$ cat src/rtl/cs_pkg.sv
// Shared constants and state type for the CS sliding-window sequencer.
package cs_pkg;

  localparam int CS_XW  = 8;
  localparam int CS_YW  = 10;
  localparam int CS_WIN = 9;

  typedef enum logic [1:0] {
    FILL  = 2'd0,
    RUN   = 2'd1,
    FLUSH = 2'd2
  } cs_state_e;

endpackage

$ cat src/rtl/cs_res_fifo.sv
// Synchronous result FIFO between the CS datapath and the result consumer.
module cs_res_fifo
  import cs_pkg::*;
#(
  parameter int YW    = CS_YW,
  parameter int DEPTH = 4
) (
  input  logic                       clk,
  input  logic                       reset,
  input  logic                       push,
  input  logic [YW-1:0]              push_data,
  input  logic                       pop,
  output logic [YW-1:0]              head,
  output logic                       full,
  output logic                       empty,
  output logic [$clog2(DEPTH):0]     count
);

  localparam int AW = $clog2(DEPTH);
  localparam int CW = AW + 1;

  logic [YW-1:0] mem [DEPTH];
  logic [AW-1:0] wr_ptr;
  logic [AW-1:0] rd_ptr;
  logic          do_pop;

  assign do_pop = pop & ~empty;

  // NOTE: the storage array has no reset; pointers and count define what is valid.
  always_ff @(posedge clk) begin
    if (push) mem[wr_ptr] <= push_data;
  end

  // Pointers wrap naturally because DEPTH is a power of two.
  always_ff @(posedge clk or negedge reset) begin
    if (!reset) begin
      wr_ptr <= '0;
      rd_ptr <= '0;
      count  <= '0;
    end else begin
      if (push)   wr_ptr <= wr_ptr + 1'b1;
      if (do_pop) rd_ptr <= rd_ptr + 1'b1;
      count <= count + CW'(push) - CW'(do_pop);
    end
  end

  assign empty = (count == '0);
  assign full  = (count == CW'(DEPTH));
  assign head  = empty ? '0 : mem[rd_ptr];

endmodule

$ cat src/rtl/cs_stream_ctrl.sv
// Stream sequencer for the CS window: accepts samples, drives shift/clear,
// tags results past warm-up and buffers them with credit-based back-pressure.
module cs_stream_ctrl
  import cs_pkg::*;
#(
  parameter int WIN        = CS_WIN,
  parameter int XW         = CS_XW,
  parameter int YW         = CS_YW,
  parameter int DP_LAT     = 1,
  parameter int FIFO_DEPTH = 4
) (
  input  logic          clk,
  input  logic          reset,
  input  logic          frame_start,
  input  logic          in_valid,
  output logic          in_ready,
  input  logic [XW-1:0] in_data,
  output logic          win_shift,
  output logic [XW-1:0] win_data,
  output logic          win_clear,
  input  logic [YW-1:0] dp_y,
  output logic          out_valid,
  input  logic          out_ready,
  output logic [YW-1:0] out_y,
  output logic          busy
);

  localparam int             FW        = $clog2(WIN);
  localparam int             CW        = $clog2(FIFO_DEPTH) + 1;
  localparam logic [FW-1:0]  FILL_LAST = FW'(WIN - 1);

  cs_state_e         state, state_nx;
  logic [FW-1:0]     fill_cnt, fill_nx;
  logic              shift_tag;
  logic [DP_LAT-1:0] tag_pipe;
  logic [CW-1:0]     fifo_cnt;
  logic [CW-1:0]     credit_used;
  logic              fifo_full, fifo_empty;
  logic              accept, yields, drained;

  // Every sample that may still land in the FIFO holds a credit, so a push never finds it full.
  assign credit_used = fifo_cnt + CW'($countones(tag_pipe)) + CW'(win_shift);
  // Gated by reset so the handshake is dead while the flops are held clear.
  assign in_ready = reset & (state != FLUSH) & ~frame_start & ~fifo_full &
                    (credit_used < CW'(FIFO_DEPTH));
  assign accept   = in_valid & in_ready;
  assign yields   = (state == RUN) | (fill_cnt == FILL_LAST);
  assign drained  = ~(|tag_pipe) & ~win_shift;

  // NOTE: every output of this block gets a default first, so no path leaves a latch.
  always_comb begin
    state_nx  = state;
    fill_nx   = fill_cnt;
    win_clear = 1'b0;
    unique case (state)
      FILL: begin
        if (frame_start) begin
          state_nx = FLUSH;
        end else if (accept) begin
          if (fill_cnt == FILL_LAST) state_nx = RUN;
          else                       fill_nx  = fill_cnt + 1'b1;
        end
      end
      RUN: begin
        if (frame_start) state_nx = FLUSH;
      end
      FLUSH: begin
        if (drained) begin
          win_clear = 1'b1;
          fill_nx   = '0;
          state_nx  = FILL;
        end
      end
      default: state_nx = FILL;
    endcase
  end

  // NOTE: state is updated with non-blocking assignments so all flops sample the same edge.
  always_ff @(posedge clk or negedge reset) begin
    if (!reset) begin
      state     <= FILL;
      fill_cnt  <= '0;
      win_shift <= 1'b0;
      shift_tag <= 1'b0;
      win_data  <= '0;
      tag_pipe  <= '0;
    end else begin
      state     <= state_nx;
      fill_cnt  <= fill_nx;
      win_shift <= accept;
      shift_tag <= accept & yields;
      if (accept) win_data <= in_data;
      tag_pipe[0] <= shift_tag;
      for (int i = 1; i < DP_LAT; i++) tag_pipe[i] <= tag_pipe[i-1];
    end
  end

  cs_res_fifo #(
    .YW    (YW),
    .DEPTH (FIFO_DEPTH)
  ) u_res_fifo (
    .clk       (clk),
    .reset     (reset),
    .push      (tag_pipe[DP_LAT-1]),
    .push_data (dp_y),
    .pop       (out_valid & out_ready),
    .head      (out_y),
    .full      (fifo_full),
    .empty     (fifo_empty),
    .count     (fifo_cnt)
  );

  assign out_valid = ~fifo_empty;
  assign busy      = (state != FILL) | (fill_cnt != '0) | ~fifo_empty | (|tag_pipe) | win_shift;

endmodule

$ cat config.mk
export PLATFORM = sky130hd
export DESIGN_NAME = cs_stream_ctrl
export DESIGN_NICKNAME = d
export VERILOG_FILES = /design/src/rtl/cs_pkg.sv /design/src/rtl/cs_res_fifo.sv /design/src/rtl/cs_stream_ctrl.sv
export SDC_FILE = /design/constraint.sdc
export NUM_CORES = 1
export LEC_CHECK = 0
export CAP_MARGIN = 20
export CORE_UTILIZATION = 47
export DETAILED_ROUTE_END_ITERATION = 6
export PLACE_DENSITY = 0.75
export SETUP_SLACK_MARGIN = 0.4
export SKIP_CTS_REPAIR_TIMING = 1
export SLEW_MARGIN = 20
export SYNTH_ARGS = -nofsm -noshare
export SYNTH_HDL_FRONTEND = slang
export SYNTH_SLANG_ARGS = --single-unit
$ cat constraint.sdc
create_clock -name clk -period 2.05 [get_ports clk]
set_input_delay 0.3075 -clock clk [delete_from_list [all_inputs] [get_ports clk]]
set_output_delay 0.3075 -clock clk [all_outputs]
set_load 0.02 [all_outputs]
# Word-level counts from Yosys, hierarchy flattened
# Memories as Yosys holds them, arrays and structs flattened.
# Index checks and enable logic that the tools add are counted.
dict set report classes {
  n_addsub 6
  n_lt_le_gt_ge 1
  n_eq_ne 12
  muxes 16
  bitwise 19
  reduce_logical 7
}
# op count
set op_table {}
lappend op_table {{4-bit 2-to-1 mux} 4}
lappend op_table {{2-bit != test, second input constant} 6}
lappend op_table {{10-bit 2-to-1 mux} 1}
lappend op_table {{2-bit 2-to-1 mux} 5}
lappend op_table {{1-bit bitwise AND} 9}
lappend op_table {{4-bit one-hot mux with 2 select lines} 1}
lappend op_table {{3-bit by 1-bit adder with 3-bit output} 2}
lappend op_table {{3-bit != test, second input constant} 2}
lappend op_table {{2-bit one-hot mux with 3 select lines} 1}
lappend op_table {{1-bit inverter} 5}
lappend op_table {{1-bit bitwise OR} 5}
lappend op_table {{5-bit AND reduction} 1}
lappend op_table {{2-bit by 1-bit adder with 2-bit output, second input constant} 2}
lappend op_table {{4-bit by 1-bit adder with 4-bit output, second input constant} 1}
lappend op_table {{4-bit equality test, second input constant} 1}
lappend op_table {{1-bit 2-to-1 mux} 4}
lappend op_table {{4-bit AND reduction} 1}
lappend op_table {{2-bit nonzero test} 2}
lappend op_table {{4-bit nonzero test} 1}
lappend op_table {{3-bit equality test, second input constant} 1}
lappend op_table {{3-bit logical NOT} 1}
lappend op_table {{3-bit less-than comparator, second input constant} 1}
lappend op_table {{3-bit by 1-bit subtractor with 3-bit output} 1}
lappend op_table {{2-bit by 1-bit equality test with 1-bit output, second input constant} 1}
lappend op_table {{2 further kinds} 2}
dict set report totals {
  reg_bits 24
  ramBits 40
  inputBits 23
  output_inout_bits 23
  word_cells 71
  n_memories 1
}
# memory words width rd rd_ports_with_merged_regs wr line_no
set memory_table {}
lappend memory_table {u_res_fifo.mem 4 10 1 0 1 cs_res_fifo.sv:22} ;# logic [YW-1:0] mem [DEPTH];

# Longest topological paths before layout
dict set report logic_depth {
  ltp_word 9
  depth_mapped 7
  depth_no_buf 6
}

# Hierarchy
# From an unflattened synthesis, not the netlist that was laid out.
dict set report unflattened {
  hier_cells 186
  hier_area_um2 2747.6
}
# module instances cells_per_inst area_each_um2
set modules_own_cells {}
lappend modules_own_cells {cs_res_fifo 1 100 1924.3}
lappend modules_own_cells {cs_stream_ctrl 1 86 823.3}

# Worst setup path before layout
# No wires, ideal clock.
dict set report synth_timing {
  path_kind {reg-to-reg}
  from {register tag_pipe}
  to {register win_data[1]}
  setup_time_ns 0.125
  t_arrival_ns 1.907
  setup_slack_ns 0.018
  stages_incl_launch_ff 8
  synth_period_minus_slack_ns 2.032
  path_cell_list {dfrtp_1 > ha_1 > ha_1 > nand3_1 > xnor2_2 > and2_4 > buf_12 > mux2_4}
}
dict set report synth_between {
  elab_chain_cells 5
}
# item line_no
set synth_lines {}
lappend synth_lines {{start, declared} cs_stream_ctrl.sv:35} ;# logic [DP_LAT-1:0] tag_pipe;
lappend synth_lines {{3-bit by 1-bit adder with 3-bit output (2 in series)} cs_stream_ctrl.sv:42} ;# assign credit_used = fifo_cnt + CW'($countones(tag_pipe)) + CW'(win_shift);
lappend synth_lines {{3-bit less-than comparator} cs_stream_ctrl.sv:45} ;# (credit_used < CW'(FIFO_DEPTH));
lappend synth_lines {{1-bit bitwise AND} cs_stream_ctrl.sv:44} ;# assign in_ready = reset & (state != FLUSH) & ~frame_start & ~fifo_full &
lappend synth_lines {{1-bit bitwise AND} cs_stream_ctrl.sv:46} ;# assign accept = in_valid & in_ready;
lappend synth_lines {{via accept} cs_stream_ctrl.sv:39} ;# logic accept, yields, drained;
lappend synth_lines {{end signal, assigned} cs_stream_ctrl.sv:92} ;# if (accept) win_data <= in_data;
lappend synth_lines {{end, declared} cs_stream_ctrl.sv:19} ;# output logic [XW-1:0] win_data,
# The timed path passes the listed nets, and every way through them passes these cells.
# A chain may end at the register's enable or synchronous reset.

# Worst setup path after layout
dict set report layout_timing {
  from {register u_res_fifo.count[0]}
  to {output port busy}
}
dict set report layout_between {
  elab_chain_cells 5
}
# item line_no
set layout_lines {}
lappend layout_lines {{start, declared} cs_res_fifo.sv:16} ;# output logic [$clog2(DEPTH):0] count
lappend layout_lines {{start signal, assigned} cs_res_fifo.sv:43} ;# count <= count + CW'(push) - CW'(do_pop);
lappend layout_lines {{3-bit logical NOT} cs_res_fifo.sv:47} ;# assign empty = (count == '0);
lappend layout_lines {{1-bit inverter} cs_stream_ctrl.sv:114} ;# assign busy = (state != FILL) | (fill_cnt != '0) | ~fifo_empty | (|tag_pipe) | win_shift;
lappend layout_lines {{1-bit bitwise OR (3 in series)} cs_stream_ctrl.sv:114}
lappend layout_lines {{end, declared} cs_stream_ctrl.sv:25} ;# output logic busy
# No other way between the ends.

==> flow_summary.json <==
{
  "area_delta_synth_final_pct": 42.57,
  "route.vias.total": 1677,
  "antenna_found_initial": 0,
  "fp-row-count": 27,
  "pin_count": 46,
  "ys_types": 39,
  "worst_slew_pin_slew_ps": 560.9,
  "cts_root_buf": "clkbuf_8",
  "rsz0062_at_grt": "true",
  "die_area_mm2": 0.006221,
  "nNetsFinal": 282,
  "synth-async-reset-ratio_pct": 37.50,
  "synth_top_area_share_pct": 43.24,
  "dpl.hpwl_mm": 3.614,
  "setup_tns_ps": -44.02,
  "drc": 0,
  "track_usage_pct": 19.20,
  "p_comb_share_pct": 44.0,
  "netlist_area_mm2": 0.002778,
  "place_area_mm2": 0.003538,
  "rrSetupSlack_ps": 60,
  "cts_sinks": 64,
  "clock_power_share_pct": 24.6,
  "p_leak_nw": 1.656,
  "hp-class": "flip-flop to flip-flop",
  "globalRouteOverflowTotal": 0,
  "ff2ff_path_depth": 7,
  "setup.worst_path.class": "flip-flop to output pin",
  "clock_latency_ps": 340,
  "synthTopCellsByArea": "edfxtp_1 43%, dfrtp_1 22%, mux4_2 8.1%, ha_1 4.5%, mux2_4 3.8%",
  "p_int_w": 0.003678,
  "failed_checks": "negative setup slack",
  "period_share_pct": 102.1,
  "max_slew_margin_pct": 62.61,
  "fin_skew_ps": 8.532,
  "dr.pass1.iters": 4,
  "synth_area_leader_cell": "edfxtp_1",
  "critPathLaunch": "u_res_fifo.count[0]",
  "maxCapViolations": 0,
  "ir_drop_mv": 0.8127,
  "gp_congestion": 0.8053,
  "worst_setup_path_end_kind": "output pin",
  "p_sw_w": 0.001562,
  "seqPwrFrac_pct": 31.4,
  "period_needed_ps": 2094,
  "clkTransAtPathRegs_ps": 70,
  "wl_mm": 5.679,
  "grt_pass1_wl_mm": 8.576,
  "synth-seq-cells": 64,
  "viasPerCell": 5.144,
  "crit_fanout": 3,
  "finish.instance_area_mm2": 0.003960,
  "r2r-end": "win_data[0]",
  "fmax_mhz": 477.6,
  "diodes": 0,
  "start_util_pct": 49.53,
  "synth_most_common_cell": "edfxtp_1",
  "switching_share_pct": 29.80,
  "synth_nets": 200,
  "synth-edff-count": 40,
  "dr.first_iter.drc_count": 77,
  "slew_violations": 0,
  "final-setup-viol-count": 1,
  "grt_pass1_vias": 1808,
  "endpoint": "busy",
  "die_w_um": 78.88,
  "crit_arrival_ps": 1790,
  "grt_start_max_net_pins": 25,
  "htreeDepth": 3,
  "io_buffer_count": 45,
  "ys_warn_count": 0,
  "start_kind": "flip-flop",
  "cts_tree": "done",
  "layout_setup_ws_ps": -44.02,
  "netlist_top_cells_count": "40 x edfxtp_1, 24 x dfrtp_1, 16 x and2_1",
  "crit_required_ps": 1740,
  "dp.cells": 304,
  "stdcell_count": 326,
  "hold_viol_final": 0,
  "powerDensity_mw_per_mm2": 1323,
  "final_antenna_net_count": 0,
  "syn_inst": 167,
  "drive_gt1_share_pct": 42.91,
  "clockBufferDepth": 2,
  "outcome": "finished with violations",
  "die_h_um": 78.88,
  "synth-main-ff-cell": "edfxtp_1",
  "r2r-start": "u_res_fifo.count[0]",
  "post_drt_wl_per_cell_um": 17.42,
  "seq_area_frac_synth_pct": 64.86,
  "core_region_area_mm2": 0.005608,
  "cts_buffers": 9,
  "synth.avg_cell_area_um2": 16.63
}
critical path, cell delays in order (launching register included):
cell	delay (ps)
dfrtp_1	400
or3_4	400
or4_4	490
buf_6	150
cell type report:
type | count | area (µm²)
sequential | 64 | 1802
multi-input combinational | 90 | 1051
tap | 72 | 90.09
clock inverter | 6 | 108.9
timing repair buffer | 74 | 743.2
clock buffer | 10 | 127.6
inverter | 10 | 37.54
fill | 394 | 1648
stage by stage:
| stage | util, % | power [W] | setup WS [ps] | hold slack, ps |
|---|---|---|---|---|
| 4_1_cts | 67.31 | 0.004910 | -503.8 | 363.7 |
| 5_1_grt | 70.62 | 0.005456 | -80.71 | 387.4 |
| 3_5_place_dp | 63.10 | 0.003620 | -116.5 | 353.4 |
| 6_report | 70.62 | 0.005240 | -44.02 | 359.4 |
| 3_3_place_gp | 63.10 | 0.003583 | -117.8 | 357.6 |
| 2_1_floorplan | - | 0.002763 | 118.0 | 11.91 |
worst min-delay path by stage:
stage / from / to / slack (ps) / cells past startpoint
2_1_floorplan: reset / fill_cnt[0] / 10 / 0
3_3_place_gp: shift_tag / tag_pipe / 360 / 0
3_5_place_dp: shift_tag / tag_pipe / 350 / 0
4_1_cts: shift_tag / tag_pipe / 360 / 0
5_1_grt: shift_tag / tag_pipe / 390 / 0
6_report: shift_tag / tag_pipe / 360 / 0
power by group through the flow:
stage	Sequential, W	Combinational [W]	Clock (W)
3_3_place_gp	0.00165	0.00193	0
3_5_place_dp	0.00165	0.00197	0
2_1_floorplan	0.00177	0.000998	0
5_1_grt	0.00166	0.00244	0.00136
6_report	0.00165	0.00230	0.00129
4_1_cts	0.00163	0.00197	0.00130
state kept, by name (all words and copies together), names as in the netlist:
signal             cells
u_res_fifo.rd_ptr      2
u_res_fifo.wr_ptr      2
win_shift              1
win_data               8
fill_cnt               4
u_res_fifo.mem        40
shift_tag              1
state                  2
tag_pipe               1
u_res_fifo.count       3
layer usage:
layer  track usage (%)  vias up  share of wire, %
met5                 0        -                 0
met4             8.727        0               1.7
met3             5.632        7               4.8
met2             32.09       58                52
met1             22.99      833                41
li1                  -      779                 -
placed cells by master, fill, tap and decap left out, types with 3 or more instances in the layout:
| master | instances |
|---|---|
| clkbuf_8 | 9 |
| ha_1 | 5 |
| dlymetal6s2s_1 | 6 |
| mux4_2 | 10 |
| buf_4 | 26 |
| nand2_1 | 4 |
| buf_6 | 14 |
| edfxtp_1 | 40 |
| clkdlybuf4s50_1 | 25 |
| and2_4 | 14 |
| ha_2 | 4 |
| and2_1 | 4 |
| mux2_4 | 7 |
| nand2b_1 | 3 |
| inv_1 | 8 |
| dfrtp_1 | 24 |
| bufinv_16 | 3 |
cells by family after synthesis:
| logic type | count (synthesis) | share of synthesized area, % |
|---|---|---|
| AOI/OAI and AO/OA | 8 | 1.892 |
| xor gates and xnor gates | 6 | 2.433 |
| adders and majority gates | 10 | 4.505 |
| buffers and inverters | 14 | 2.523 |
| DFF | 64 | 64.86 |
| muxes | 20 | 13.02 |
| and+or+nand+nor | 45 | 10.77 |
No activity file was read; power rests on OpenSTA's default activity.
